File: src/rtl/aes_seq_pkg.sv
// aes_seq_pkg: FSM encoding and AES size constants shared by the round sequencer.
package aes_seq_pkg;
    typedef enum logic [1:0] {IDLE, KEY0, ROUND, DONE} seq_state_t;
    localparam int NR_AES128 = 10;
    localparam int NR_AES192 = 12;
    localparam int NR_AES256 = 14;
    localparam int DW = 128;
endpackage

File: src/rtl/aes_round_sequencer.sv
// aes_round_sequencer: iterative AES round controller driving an external round
// datapath and key-expansion unit, with valid/ready block input and output.
module aes_round_sequencer
    import aes_seq_pkg::*;
#(
    parameter int NR    = NR_AES128,
    parameter int DW    = aes_seq_pkg::DW,
    parameter int CNT_W = 4
) (
    input  logic             clk,
    input  logic             rst_n,
    input  logic             flush,
    input  logic             in_valid,
    output logic             in_ready,
    input  logic [DW-1:0]    in_data,
    output logic             rk_req,
    output logic [CNT_W-1:0] rk_idx,
    input  logic             rk_valid,
    input  logic [DW-1:0]    rk_data,
    output logic [DW-1:0]    dp_state,
    output logic [DW-1:0]    dp_rk,
    output logic             dp_last,
    input  logic [DW-1:0]    dp_result,
    output logic             out_valid,
    input  logic             out_ready,
    output logic [DW-1:0]    out_data,
    output logic             busy
);
    localparam logic [CNT_W-1:0] LAST = CNT_W'(NR);

    seq_state_t       st;
    logic [CNT_W-1:0] round;
    logic [DW-1:0]    state_q;

    assign dp_state = state_q;
    assign dp_rk    = rk_data;
    assign out_data = state_q;

    // Handshake outputs are registered from the next state, so each branch sets them directly.
    always_ff @(posedge clk or negedge rst_n) begin
        if (!rst_n) begin
            st        <= IDLE;
            round     <= '0;
            state_q   <= '0;
            in_ready  <= 1'b0;
            rk_req    <= 1'b0;
            rk_idx    <= '0;
            dp_last   <= 1'b0;
            out_valid <= 1'b0;
            busy      <= 1'b0;
        end else if (flush) begin
            st        <= IDLE;
            round     <= '0;
            in_ready  <= 1'b1;
            rk_req    <= 1'b0;
            rk_idx    <= '0;
            dp_last   <= 1'b0;
            out_valid <= 1'b0;
            busy      <= 1'b0;
        end else begin
            case (st)
                IDLE: begin
                    in_ready <= !(in_valid && in_ready);
                    if (in_valid && in_ready) begin
                        st      <= KEY0;
                        state_q <= in_data;
                        rk_req  <= 1'b1;
                        rk_idx  <= '0;
                        busy    <= 1'b1;
                    end
                end
                KEY0: if (rk_valid) begin
                    st      <= ROUND;
                    state_q <= state_q ^ rk_data;
                    round   <= CNT_W'(1);
                    rk_idx  <= CNT_W'(1);
                    dp_last <= (NR == 1);
                end
                ROUND: if (rk_valid) begin
                    state_q <= dp_result;
                    if (round == LAST) begin
                        st        <= DONE;
                        rk_req    <= 1'b0;
                        dp_last   <= 1'b0;
                        out_valid <= 1'b1;
                    end else begin
                        round   <= round + 1'b1;
                        rk_idx  <= round + 1'b1;
                        dp_last <= (round + 1'b1 == LAST);
                    end
                end
                DONE: if (out_ready) begin
                    st        <= IDLE;
                    round     <= '0;
                    out_valid <= 1'b0;
                    busy      <= 1'b0;
                    in_ready  <= 1'b1;
                end
            endcase
        end
    end
endmodule

File: config.mk
export PLATFORM = sky130hd
export DESIGN_NAME = aes_round_sequencer
export DESIGN_NICKNAME = d
export VERILOG_FILES = /design/src/rtl/aes_seq_pkg.sv /design/src/rtl/aes_round_sequencer.sv
export SDC_FILE = /design/constraint.sdc
export NUM_CORES = 1
export LEC_CHECK = 0
export CORE_AREA = 2 2 308 310
export DETAILED_ROUTE_END_ITERATION = 6
export DIE_AREA = 0 0 310 312
export SLEW_MARGIN = 20
export SYNTH_ARGS = -nofsm -noshare
export SYNTH_HDL_FRONTEND = slang
export SYNTH_SLANG_ARGS = --single-unit
File: constraint.sdc
create_clock -name clk -period 5 [get_ports clk]
set_clock_uncertainty 0.15 [all_clocks]
set_input_delay 1 -clock clk [delete_from_list [all_inputs] [get_ports clk]]
set_output_delay 1 -clock clk [all_outputs]
set_load 0.03 [all_outputs]
* Word-level counts from Yosys, hierarchy flattened
Cells that the tools add are included.
Word-level totals: flip-flop bits (word level) 143, bits of input ports 390, word-level logic and storage cells 85
Operators by class: add/sub/neg operators 1, equality and inequality tests 14, mux-type cells 40, bitwise gates (word level) 2, reductions and logical operators 19
Operators by type and width (number):
- $mux 128 | 3
- $pmux 128 s3 | 1
- $xor 128x128->128 | 1
- $mux 4 | 7
- $pmux 4 s3 | 2
- $reduce_and 5->1 | 4
- $ne 3x3->1 const B | 6
- $mux 1 | 15
- $reduce_bool 3->1 | 5
- $mux 2 | 6
- $pmux 1 s2 | 5
- $eq 4x4->1 const B | 2
- $pmux 2 s4 | 1
- $reduce_and 4->1 | 2
- $reduce_bool 4->1 | 2
- $ne 2x2->1 const B | 3
- $reduce_and 3->1 | 2
- $add 4x1->4 const B | 1
- $eq 2x2->1 const B | 2
- $eq 2x1->1 const B | 1
- $logic_not 2->1 | 1
- $reduce_and 2->1 | 1
- $logic_and 1x1->1 | 1
- $logic_not 1->1 | 1
- $not 1->1 | 1

* Longest topological paths before layout
Gate-level depths: netlist of run 1.
depth in word-level cells 6, mapped depth 10, depth with buffers taken out 6

* Worst setup path before layout of run 1
OpenSTA, ideal clock, no wires.
path type input to register, start input port flush, end register state_q[0] (netlist: dp_state[0]), arrival time 2.298 ns, data required time 4.758 ns, path slack 2.461 ns, stages on the path 6, path buffers 4, cell sequence clkbuf_1 -> or4_1 -> buf_2 -> buf_6 -> buf_6 -> o31ai_2
On the way: longest elaborated chain between the ends 2
Ends and longest elaborated chain:
- from (decl) | RTL line aes_round_sequencer.sv:12 | input logic flush,
- $not 1->1 (no source line)
- $reduce_and 5->1 (no source line)
- to (signal assigned) | RTL line aes_round_sequencer.sv:66 | state_q <= in_data;
- to (signal assigned) | RTL line aes_round_sequencer.sv:74 | state_q <= state_q ^ rk_data;
- to (signal assigned) | RTL line aes_round_sequencer.sv:80 | state_q <= dp_result;
- to (decl) | RTL line aes_round_sequencer.sv:33 | logic [DW-1:0] state_q;
No other way between the ends. A chain may end at the register's enable or synchronous reset.

* Worst setup path in the final report of run 1
start input port rk_data[72], end output port dp_rk[72]
RTL lines:
- from (decl) | RTL line aes_round_sequencer.sv:19 | input logic [DW-1:0] rk_data,
- to (decl) | RTL line aes_round_sequencer.sv:21 | output logic [DW-1:0] dp_rk,
No word-level cell between the ends.

==> summary.txt, run 1 <==
R2R Setup Slk: 1.94 ns
Area of the multi-input gates: 5890 sq um
Sink Count: 143
Core Util, Final: 21.2%
Sequential area share after synthesis: 30.2%
Syn Nets: 1880
Mapped Area: 11800 sq um
Reg area: 3580 sq um
Critical Path RT: 3.85 ns
Leakage: 7.67 nW
Primary FF master, synth: dfrtp_1
Row count: 112
Final worst path period share: 71.3%
Die Width: 310 um
Critical Path AT: 2.42 ns
Starting DRT DRC Count: 613
Initial antenna violation count: 23
Crit path from: rk_data[72]
Headroom to the max-slew limit: 41.3%
Initial Util: 12.7%
Fmax: 280 MHz
Largest area contributor in the netlist: dfrtp_1
Pins over their slew limit: 0
Synth top area share: 30.2%
Startpoint Class: input pin
EDFF count, synth: 0
Post-synthesis cell type count: 41
Async SR Flop Fraction: 100%
Routed Antenna Nets: 0
Worst-path clk slew: 0.07 ns
Final Hold Viols: 0
Mapped Avg Cell Area: 7.99 sq um
CTS Buf Count: 17
Post-synthesis compound-gate area fraction: 20.3%
Syn Inst Count: 1483
Number of H-tree levels: 4
Synth Area in Adders: 0.739%
Slowest stage cell, crit path: clkdlybuf4s50_1
FF+latch count, synth: 143
Die height: 312 um
Layout cells sized above 1: 9.14%
Synth Area in XOR/XNOR: 9.69%
IO Port Bufs: 782
CP Max Fanout: 2
Post-DR wirelength/cell: 18.4 um
Die area: 96700 sq um
Maximum VDD drop: 0.292 mV
CTS tree: built
Worst flop-to-flop path endpoint: dp_state[1]
RD Place Congestion: 0.828
Worst-Margin Slew: 0.880 ns
I/O Pins: 783
Crit Path Category: input pin to output pin
Vias per cell: 3.60
CP peak stage delay: 0.75 ns
Most Frequent Cell on Critical Path: clkdlybuf4s50_1
Final-report setup violation count: 0
Tightest Hold Check Type: input pin to async pin
DP Wirelength: 47800 um
Largest net degree at the start of global routing: 90
Post-synthesis simple-gate area fraction: 18.4%
Clk_lat worst skew: 0.49 ns
Root Driver: clkbuf_16
Vias in the first global route: 11700
Largest family of logic cells by synthesized area: buffers and inverters
CP Cell Sequence: clkdlybuf4s50_1 -> clkdlybuf4s50_1
Post-CTS sizing: 0
# hold bufs at CTS: 0
Multiplexer share of the synthesized area: 0.254%
Critical path depth: 2
# fillers: 10400
Area delta synth->final: 66.6%
R2R cell count: 7
Final Critical Period: 3.57 ns
Reg2reg start: st[0]
Crit path to: dp_rk[72]
DR vias: 11600
Synthesis Warnings: 0
Clock Tree Buf Depth: 2
Power Density: 669 nW/um^2
Final wirelength: 59400 um
Top delay family on crit path: buffers and inverters
Gr ovfl total: 0
Critical Path End Type: output pin
Worst path buffer plus inverter count: 2
RSZ-0062 raised after global routing: no
Max-cap violations: 0
Nets@finish: 2353
Status: complete, no violations
Core ar.: 93000 sq um
Synth area leaders: dfrtp_1 (30%), buf_4 (16%), o31ai_2 (13%), nand2_1 (12%), xor2_1 (9.5%)
Post-CTS setup buffer count: 0
First-pass GRT wire length: 83100 um
All-layer global routing usage: 11.9%
DRC: 0
DRT Pass-1 Iters: 4
Setup TNS Final: 0 ns
==> metal layers <==
metal	share of wire, %	global-route usage (%)
met4	3.0	4.57
met1	42	14.5
met3	9.0	4.28
met5	0.19	0
met2	46	19.0
==> layout by cell type (no fill, tap or decap), types with 2 or more instances in the layout <==
cell             Yosys  final
nor2_1             138    138
o21ai_0              5      5
a21oi_1            139    139
nand2_1            390    390
clkinv_2             0      2
clkinv_4             0      3
ha_4                 0      3
nand3_1              5      5
o31ai_1              9      9
and2_1               2      2
mux2i_1              3      3
bufinv_16            0      3
nand4b_1             2      2
buf_12               0      6
inv_1                8      8
clkdlybuf4s50_1      0    781
ha_1                 7      4
diode_2              0      3
buf_4              256     14
clkbuf_16            0     17
inv_6                0      2
clkinvlp_4           0      4
o31ai_2            120    120
nand2b_1             5      5
nor3_1               5      5
xor2_1             128    128
a31oi_1              2      2
or3_1                2      2
nor2b_1              3      3
xnor2_1              3      3
dfrtp_1            143    143
==> cells in the mapped netlist (2+ instances only) <==
| cell type | number |
|---|---|
| and2_1 | 2 |
| clkbuf_1 | 66 |
| xnor2_1 | 3 |
| o31ai_2 | 120 |
| xor2_1 | 128 |
| buf_4 | 256 |
| or3_1 | 2 |
| nand2b_1 | 5 |
| mux2i_1 | 3 |
| a31oi_1 | 2 |
| nor2_1 | 138 |
| buf_1 | 4 |
| nor2b_1 | 3 |
| nor3_1 | 5 |
| nand2_1 | 390 |
| nand4b_1 | 2 |
| o21ai_0 | 5 |
| ha_1 | 7 |
| a21oi_1 | 139 |
| buf_2 | 7 |
| nand3_1 | 5 |
| inv_1 | 8 |
| o31ai_1 | 9 |
| buf_6 | 15 |
| dfrtp_1 | 143 |
==> cell type report <==
class | count | area share (%)
Inverter | 8 | 0.152
Sequential cell | 143 | 18.1
Tap cell | 1254 | 7.95
Clock inverter | 15 | 0.938
Multi-Input combinational cell | 984 | 29.8
Timing Repair Buffer | 802 | 40.8
Clock buffer | 17 | 2.16
Antenna cell | 3 | 0.0380
==> registers in the layout, summed over array words and instances (netlist names) <==
register / cells
rk_idx: 4
dp_state: 128
busy: 1
out_valid: 1
st: 2
in_ready: 1
round: 4
dp_last: 1
rk_req: 1
==> report_power, final <==
part           switching [mW]  total, mW  internal (mW)
Sequential              0.768       2.46           1.69
Combinational            5.69       9.31           3.62
Clock                   0.638       1.43          0.789
Total                    7.10       13.2           6.10
==> how the worst min path moves through the flow <==
stage               startpoint           end  cells after the start
floorplan                st[1]         st[1]                      2
global route             rst_n  dp_state[80]                      1
finish                   rst_n  dp_state[80]                      1
detailed placement     dp_last       dp_last                      1
CTS                      rst_n  dp_state[80]                      1
global placement       dp_last       dp_last                      1
==> cells by family after synthesis <==
group / count (synthesis)
buffers and inverters: 356
adders and majority gates: 7
AOI/OAI and AO/OA: 284
and+or+nand+nor: 559
xor gates and xnor gates: 131
DFF: 143
muxes: 3
==> through the flow <==
| stage | area [sq um] | power, mW | worst slack (ns) | std cells | hold slack (ns) |
|---|---|---|---|---|---|
| 5_1_grt | 19700 | 14.1 | 1.40 | 3223 | 0.203 |
| 2_1_floorplan | 11800 | 8.89 | 2.46 | 1483 | 0.366 |
| 6_report | 19700 | 13.2 | 1.43 | 3226 | 0.227 |
| 3_3_place_gp | 19100 | 11.8 | 1.28 | 3191 | 0.361 |
| 3_5_place_dp | 19100 | 11.9 | 1.22 | 3191 | 0.366 |
| 4_1_cts | 19700 | 13.4 | 1.39 | 3223 | 0.175 |
(Power assumes the default switching activity.)
==> run 2, diff against run 1 <==
- clock period: 5 -> 3.55 ns (I/O delays scaled with it)
==> run 2 against run 1 <==
  * Wire length increased by 0.30%
  * Register-to-register slack got worse by 0.98 ns
  * Core utilization rose by 0.28 points
  * Critical path depth unchanged
  * Combinational power is 44% higher
  * Clock-buffer cell count is the same
  * Cell count up 0.74%
  * Global-route usage rose by 0.095 points
  * Final area up 1.3%
  * First-iteration DRC count shrank 4.9%
==> summary.txt, run 2 (synthesized netlist as in run 1, its figures left out) <==
Gr ovfl total: 0 (unchanged)
CP Max Fanout: 2 (unchanged)
DP Wirelength: 48300 um (+1.1%)
Clock Tree Buf Depth: 2 (unchanged)
RD Place Congestion: 0.833 (+0.57%)
Row count: 112 (unchanged)
Setup TNS Final: 0 ns (unchanged)
Commonest non-fill, non-tap cells in the layout: clkdlybuf4s50_1 (781), nand2_1 (390), dfrtp_1 (143)
Top delay family on crit path: buffers and inverters
CTS Buf Count: 17 (unchanged)
Most common cell after layout, fill and taps aside: clkdlybuf4s50_1
Die height: 312 um (unchanged)
Critical Path End Type: output pin
Final wirelength: 59500 um (+0.30%)
Largest net degree at the start of global routing: 131 (+46%)
First-pass GRT wire length: 83400 um (+0.35%)
Power Density: 948 nW/um^2 (+42%)
Pins over their slew limit: 0 (unchanged)
CTS tree: built
Place WS: 0.536 ns (-0.680 ns)
Tightest Hold Check Type: input pin to async pin
Placed inst area: 19400 sq um (+1.3%)
Vias in the first global route: 12000 (+2.2%)
Nets@finish: 2379 (+1.1%)
Max reg flops: 128 (unchanged)
Routed Antenna Nets: 0 (unchanged)
Post-CTS setup buffer count: 0 (unchanged)
DRT Pass-1 Iters: 5 (+1)
Final worst path period share: 84.2%
Post-CTS sizing: 0 (unchanged)
I/O Pins: 783 (unchanged)
Root Driver: clkbuf_16
Number of H-tree levels: 4 (unchanged)
Vias per cell: 3.63 (+0.81%)
# hold bufs at CTS: 0 (unchanged)
Status: complete, no violations
IO Port Bufs: 782 (unchanged)
Fmax: 335 MHz
Headroom to the max-slew limit: 44.5% (+3.2 points)
RSZ-0062 raised after global routing: no
Worst path buffer plus inverter count: 2 (unchanged)
Final-report setup violation count: 0 (unchanged)
Initial Util: 12.7% (unchanged)
Critical Path AT: 2.13 ns (-0.29 ns)
Die area: 96700 sq um (unchanged)
All-layer global routing usage: 12.0% (+0.095 points)
Die Width: 310 um (unchanged)
DRC: 0 (unchanged)
Max-cap violations: 0 (unchanged)
CP peak stage delay: 0.75 ns (about the same)
Most Frequent Cell on Critical Path: clkdlybuf4s50_1
Area delta synth->final: 68.8%
Post-DR wirelength/cell: 18.3 um (-0.44%)
Initial antenna violation count: 23 (unchanged)
Core ar.: 93000 sq um (unchanged)
CP Cell Sequence: clkdlybuf4s50_1 -> clkdlybuf4s50_1
Starting DRT DRC Count: 583 (-4.9%)
Slowest stage cell, crit path: clkdlybuf4s50_1
Layout cells sized above 1: 10.3% (+1.2 points)
Final worst slack: 0.561 ns (-0.873 ns)
Critical Path RT: 2.69 ns (-1.16 ns)
Final Critical Period: 2.99 ns
Sink Count: 143 (unchanged)
Clk_lat worst skew: 0.49 ns (about the same)
Leakage: 7.83 nW (+2.0%)
Core Util, Final: 21.5% (+0.28 points)
Maximum VDD drop: 0.504 mV (+73%)
Cell area after layout: 20000 sq um (+1.3%)
Crit Path Category: input pin to output pin
Worst-path clk slew: 0.08 ns (about the same)
# fillers: 10300 (-0.52%)
Worst-Margin Slew: 0.833 ns (-0.0477 ns)
Final Hold Viols: 0 (unchanged)
Startpoint Class: input pin
DR vias: 11800 (+1.6%)
run 2: final timing paths:
kind                                   start            end  slack [ns]  cells after the start
min in group clk                     dp_last        dp_last        0.37                      1
worst max register to register         st[0]   dp_state[20]        0.96                      7
worst min-delay path                   rst_n   dp_state[80]        0.05                      1
max in group asynchronous              rst_n  dp_state[124]        2.47                      2
worst min register to register       dp_last        dp_last        0.37                      1
worst max-delay path            rk_data[126]     dp_rk[126]        0.56                      2
run 2: final cells by class:
cell class                      instances  area, sq um  share of cell area (%)
Antenna cell                            1         2.50                  0.0125
Clock buffer                           17          425                    2.13
Inverter                                8         30.0                   0.150
Sequential cell                       143         3580                    17.9
Clock inverter                         15          206                    1.03
Timing Repair Buffer                  828         8300                    41.5
Tap cell                             1254         1570                    7.84
Multi-Input combinational cell        984         5890                    29.4
run 2: per-layer routing:
metal  track usage [%]  up-vias  wire length, um
met4              4.41       20             1640
met3              3.87       85             4880
met2              19.4      543            27600
li1                  -     5601                -
met1              14.8     5545            25200
met5                 0        -              142
run 2: report_power, final:
| part | switching, mW | internal (mW) |
|---|---|---|
| sequential | 1.08 | 2.39 |
| combinational | 8.07 | 5.35 |
| clock | 0.894 | 1.18 |
run 2: stage by stage:
step                      power, mW  cells  hold WS, ns
after floorplan                12.5   1483        0.264
after global placement         16.9   3217        0.367
after detailed placement       17.0   3217        0.354
after CTS                      19.2   3249       0.0273
after global routing           20.3   3249       0.0646
final                          19.0   3250       0.0515
==> run 3, diff against run 2 <==
- CORE_AREA: 2 2 308 310 -> 2 2 303 305
- DIE_AREA: 0 0 310 312 -> 0 0 305 307
- clock period: 3.55 -> 2.7 ns (I/O delays scaled with it)
==> run 3 against run 2 <==
  * Cell count down 1.6%
  * Core utilization increased by 0.67 points
  * Wire length decreased by 2.0%
  * First-iteration DRC count rose by 25%
  * Critical path depth stayed put
  * Combinational power grew 33%
  * Die area down 3.2%
  * Clock-buffer cell count up 2
  * Sequential power grew 32%
  * Worst setup slack got worse by 0.46 ns
  * Global-route usage hardly changed
  * Via count is 0.26% higher
==> summary.txt, run 3 (synthesized netlist as in run 1, its figures left out) <==
Status: complete, no violations
N_diodes: 0 (-1)
Row count: 111 (-0.89%)
Slowest stage cell, crit path: clkdlybuf4s50_1
Top delay family on crit path: buffers and inverters
DRC: 0 (unchanged)
RD Place Congestion: 0.850 (+2.1%)
Critical Path RT: 2.01 ns (-0.68 ns)
Max-cap violations: 0 (unchanged)
Die Width: 305 um (-1.6%)
Number of H-tree levels: 4 (unchanged)
Core Util, Final: 22.2% (+0.67 points)
Final-report setup violation count: 0 (unchanged)
DP Wirelength: 47900 um (-0.90%)
Maximum VDD drop: 0.869 mV (+72%)
Vias in the first global route: 11800 (-1.8%)
Cell total after placement: 3166 (-1.6%)
Layout cells sized above 1: 11.8% (+1.5 points)
Area of the multi-input gates: 5890 sq um (unchanged)
DRT Pass-1 Iters: 5 (unchanged)
Final wirelength: 58400 um (-2.0%)
Final worst path period share: 96.3%
CP peak stage delay: 0.74 ns (about the same)
Initial Util: 13.1% (+0.33 points)
Initial antenna violation count: 18 (-22%)
Most common cell after layout, fill and taps aside: clkdlybuf4s50_1
Final Critical Period: 2.60 ns
Worst-Margin Slew: 0.582 ns (-0.251 ns)
Die area: 93600 sq um (-3.2%)
Post-DR wirelength/cell: 18.2 um (-0.40%)
I/O Pins: 783 (unchanged)
Largest net degree at the start of global routing: 73 (-44%)
Root Driver: clkbuf_16
Reg area: 3580 sq um (about the same)
Gr ovfl total: 0 (unchanged)
Worst-path clk slew: 0.07 ns (about the same)
Critical Path End Type: output pin
Sink Count: 143 (unchanged)
All-layer global routing usage: 12.0% (+0.045 points)
Max reg flops: 128 (unchanged)
Vias per cell: 3.70 (+1.9%)
RSZ-0062 raised after global routing: no
Clock Tree Buf Depth: 2 (unchanged)
Final Hold Viols: 0 (unchanged)
IO Port Bufs: 782 (unchanged)
CTS Buf Count: 17 (unchanged)
Headroom to the max-slew limit: 61.2% (+17 points)
Starting DRT DRC Count: 727 (+25%)
Pins over their slew limit: 0 (unchanged)
Commonest non-fill, non-tap cells in the layout: clkdlybuf4s50_1 (767), nand2_1 (390), dfrtp_1 (142)
CP Cell Sequence: clkdlybuf4s50_1 -> clkdlybuf4s50_1
Area delta synth->final: 69.7%
Tightest Hold Check Type: flop to flop
Worst path buffer plus inverter count: 2 (unchanged)
Leakage: 7.94 nW (+1.5%)
# fillers: 9985 (-3.3%)
Setup TNS Final: 0 ns (unchanged)
First-pass GRT wire length: 82100 um (-1.5%)
Cell area after layout: 20100 sq um (+0.51%)
Placed inst area: 19500 sq um (+0.75%)
Fmax: 384 MHz
Most Frequent Cell on Critical Path: clkdlybuf4s50_1
Die height: 307 um (-1.6%)
DR vias: 11800 (+0.26%)
Startpoint Class: input pin
Power Density: 1240 nW/um^2 (+31%)
Critical Path AT: 1.91 ns (-0.22 ns)
Fin cells: 3199 (-1.6%)
CP Max Fanout: 2 (unchanged)
Core ar.: 90700 sq um (-2.5%)
Routed Antenna Nets: 0 (unchanged)
Crit Path Category: input pin to output pin
Nets@finish: 2397 (+0.76%)
CTS tree: built
Clk_lat worst skew: 0.47 ns (-0.02 ns)
[run 3: cell types whose count changed in the layout (fill, tap and decap cells not counted)]
cell	change
dlygate4sd3_1	+1
buf_12	+11
diode_2	-1
bufinv_16	-3
clkinv_2	-1
clkbuf_8	+2
dfrtp_1	-1
clkinvlp_4	+2
dfrtp_2	+1
clkdlybuf4s50_1	-14
buf_4	+20
[run 3: timing repair]
action                     in CTS  in global routing
setup endpoints to repair       0                  2
resized for setup               0                  1
hold endpoints to repair       36                  0
buffers inserted                0                  0
hold buffers                    1                  0
[run 3: layer usage]
layer	global-route usage [%]	part of all wire [%]	up-vias
li1	-	-	5641
met1	14.7	42	5551
met2	19.8	47	534
met3	3.95	7.8	77
met4	4.11	2.5	22
met5	0	0.25	-
[run 3: path summary, 6_finish.rpt]
check	cells after the start	from	slack [ns]	to
worst max-delay path	2	rk_data[45]	0.1	dp_rk[45]
worst min-delay path	2	rk_idx[1]	0.38	rk_idx[1]
worst max register to register	7	st[0]	0.22	dp_state[112]
worst min register to register	2	rk_idx[1]	0.38	rk_idx[1]
max in group asynchronous	3	rst_n	1.25	dp_state[4]
min in group asynchronous	2	rst_n	0.45	rk_idx[2]
[run 3: metrics by stage]
step | total power, mW | setup WS [ns] | hold WS [ns]
2_1_floorplan | 16.5 | 0.434 | 0.0944
3_3_place_gp | 22.5 | 0.0449 | 0.350
3_5_place_dp | 22.6 | 0.0637 | 0.372
4_1_cts | 25.3 | 0.0637 | 0.391
5_1_grt | 26.6 | 0.0571 | 0.409
6_report | 24.9 | 0.0990 | 0.378
[run 3: layout make-up]
cell class	instances	area share (%)
Timing Repair Buffer	846	42.5
Clock inverter	13	0.629
Inverter	8	0.149
Sequential cell	143	17.8
Tap cell	1186	7.38
Clock buffer	19	2.25
Multi-Input combinational cell	984	29.3
[run 3: worst min-delay path, stage by stage (launching register included)]
cell and delay [ns]:
dfrtp_1 0.35, mux2i_1 0.07, nor2_1 0.08
[run 3: power breakdown]
part / leakage [nW] / switching [mW] / internal, mW
Combinational: 5.88 / 10.7 / 7.14
Clock: 0.273 / 1.17 / 1.33
Sequential: 1.79 / 1.45 / 3.14
==> variant: new RTL, settings of run 2 <==
Reset style: synchronous (`rst_n`), changed in one clocked block.
--- a/src/rtl/aes_round_sequencer.sv
+++ b/src/rtl/aes_round_sequencer.sv
@@ -37,7 +37,7 @@
     assign out_data = state_q;
 
     // Handshake outputs are registered from the next state, so each branch sets them directly.
-    always_ff @(posedge clk or negedge rst_n) begin
+    always_ff @(posedge clk) begin
         if (!rst_n) begin
             st        <= IDLE;
             round     <= '0;
Check against the original RTL: differs if rst_n is asserted again (counterexample within 4 cycles, from zero or initial values and one cycle with rst_n low); with rst_n held inactive, the same outputs for 4 cycles.
==> variant against run 2 <==
Worst setup slack lost 61 ps. Sequential cell count is the same. Global-route usage shrank 0.90 points. Cell area shrank 8.6%. Synthesized area shrank 13%. Routed wire length shrank 6.0%. Maximum frequency shrank 2.0%.
Power is not compared: it rests on default switching activity, and its combinational part moved more than twofold at a synthesized area within 25%.
==> variant: results (changes against run 2) <==
status finished, final reports clean; Iter 0 DRT Violations 804 (+38%); reg2reg start st[0]; DP HPWL 45300 µm (-6.2%); routed len/inst 18.1 µm (-1.3%); post-synthesis compound-gate area fraction 20.7% (+0.41 points); metal3 WL 4690 µm (-4.0%); measured slew at the worst slew-check pin 872 ps (+39.2 ps); GPL Wtd Cong 0.856 (+2.8%); met2 wire length 26500 µm (-4.0%); antenna violations before repair 14 (-39%); post-synthesis adder-cell area fraction 0.850% (+0.11 points); sequential share of the synthesized area 27.8% (-2.4 points); GR Util met3 3.50% (-0.37 points); global-route wire length before repair 77100 µm (-7.5%); Synthesized Nets 1742 (-7.3%); Filler Cell Count 10457 (+1.3%); vias per cell 3.63 (about the same); share of cells above drive strength 1 3.64% (-6.7 points); Seq/total area 15.7% (-2.2 points); met2 GRT Util 18.3% (-1.1 points); CP startpoint rk_data[111]; hold crit path type flop to flop; synth cell count leaders nand2_1 (263), buf_4 (256), dfxtp_1 (143); Register-to-Register Setup Slack 810 ps (-150 ps); mux cell area share after synthesis 0% (-0.25 points); buffer share of cell area 44.4% (+2.9 points); XOR/XNOR Fraction of Synth Area 11.1% (+1.4 points); reg2reg end dp_state[44]; Seq cells 143 (unchanged); multi-input gates 848 (-14%); Signal buffers 809 (-2.3%); Syn Area/Cell 7.66 µm² (-4.1%); Worst setup endpoint dp_rk[111]; met1 GRT Util 13.4% (-1.3 points); largest net degree at the start of global routing 100 (-24%); vias in the first global route 11006 (-8.2%)
## variant: cell count changes in the layout (fill, tap and decap cells not counted), sizes merged, moves of 4 or more
cell	before	now
nor3	5	1
o31ai	129	1
a211oi	0	5
dfrtp	143	0
a22o	0	128
nand2b	5	0
nand2	390	263
a21oi	139	9
dfxtp	0	143
buf	47	27
a31oi	2	129
or4	1	9
## variant: metrics by stage
| stage | util (%) | setup slack [ps] | instance area [µm²] |
|---|---|---|---|
| after global routing | 19.7 | 504 | 18300 |
| after global placement | 19.0 | 460 | 17700 |
| final | 19.7 | 501 | 18300 |
| after CTS | 19.7 | 500 | 18300 |
| after detailed placement | 19.0 | 426 | 17700 |
| after floorplan | - | 1150 | 10300 |
## variant: report_power, final
group | switching (mW) | internal [mW] | leakage, nW
Clock | 0.847 | 1.22 | 0.307
Combinational | 1.05 | 0.996 | 5.07
Sequential | 0.129 | 1.69 | 1.16
Total | 2.02 | 3.90 | 6.54
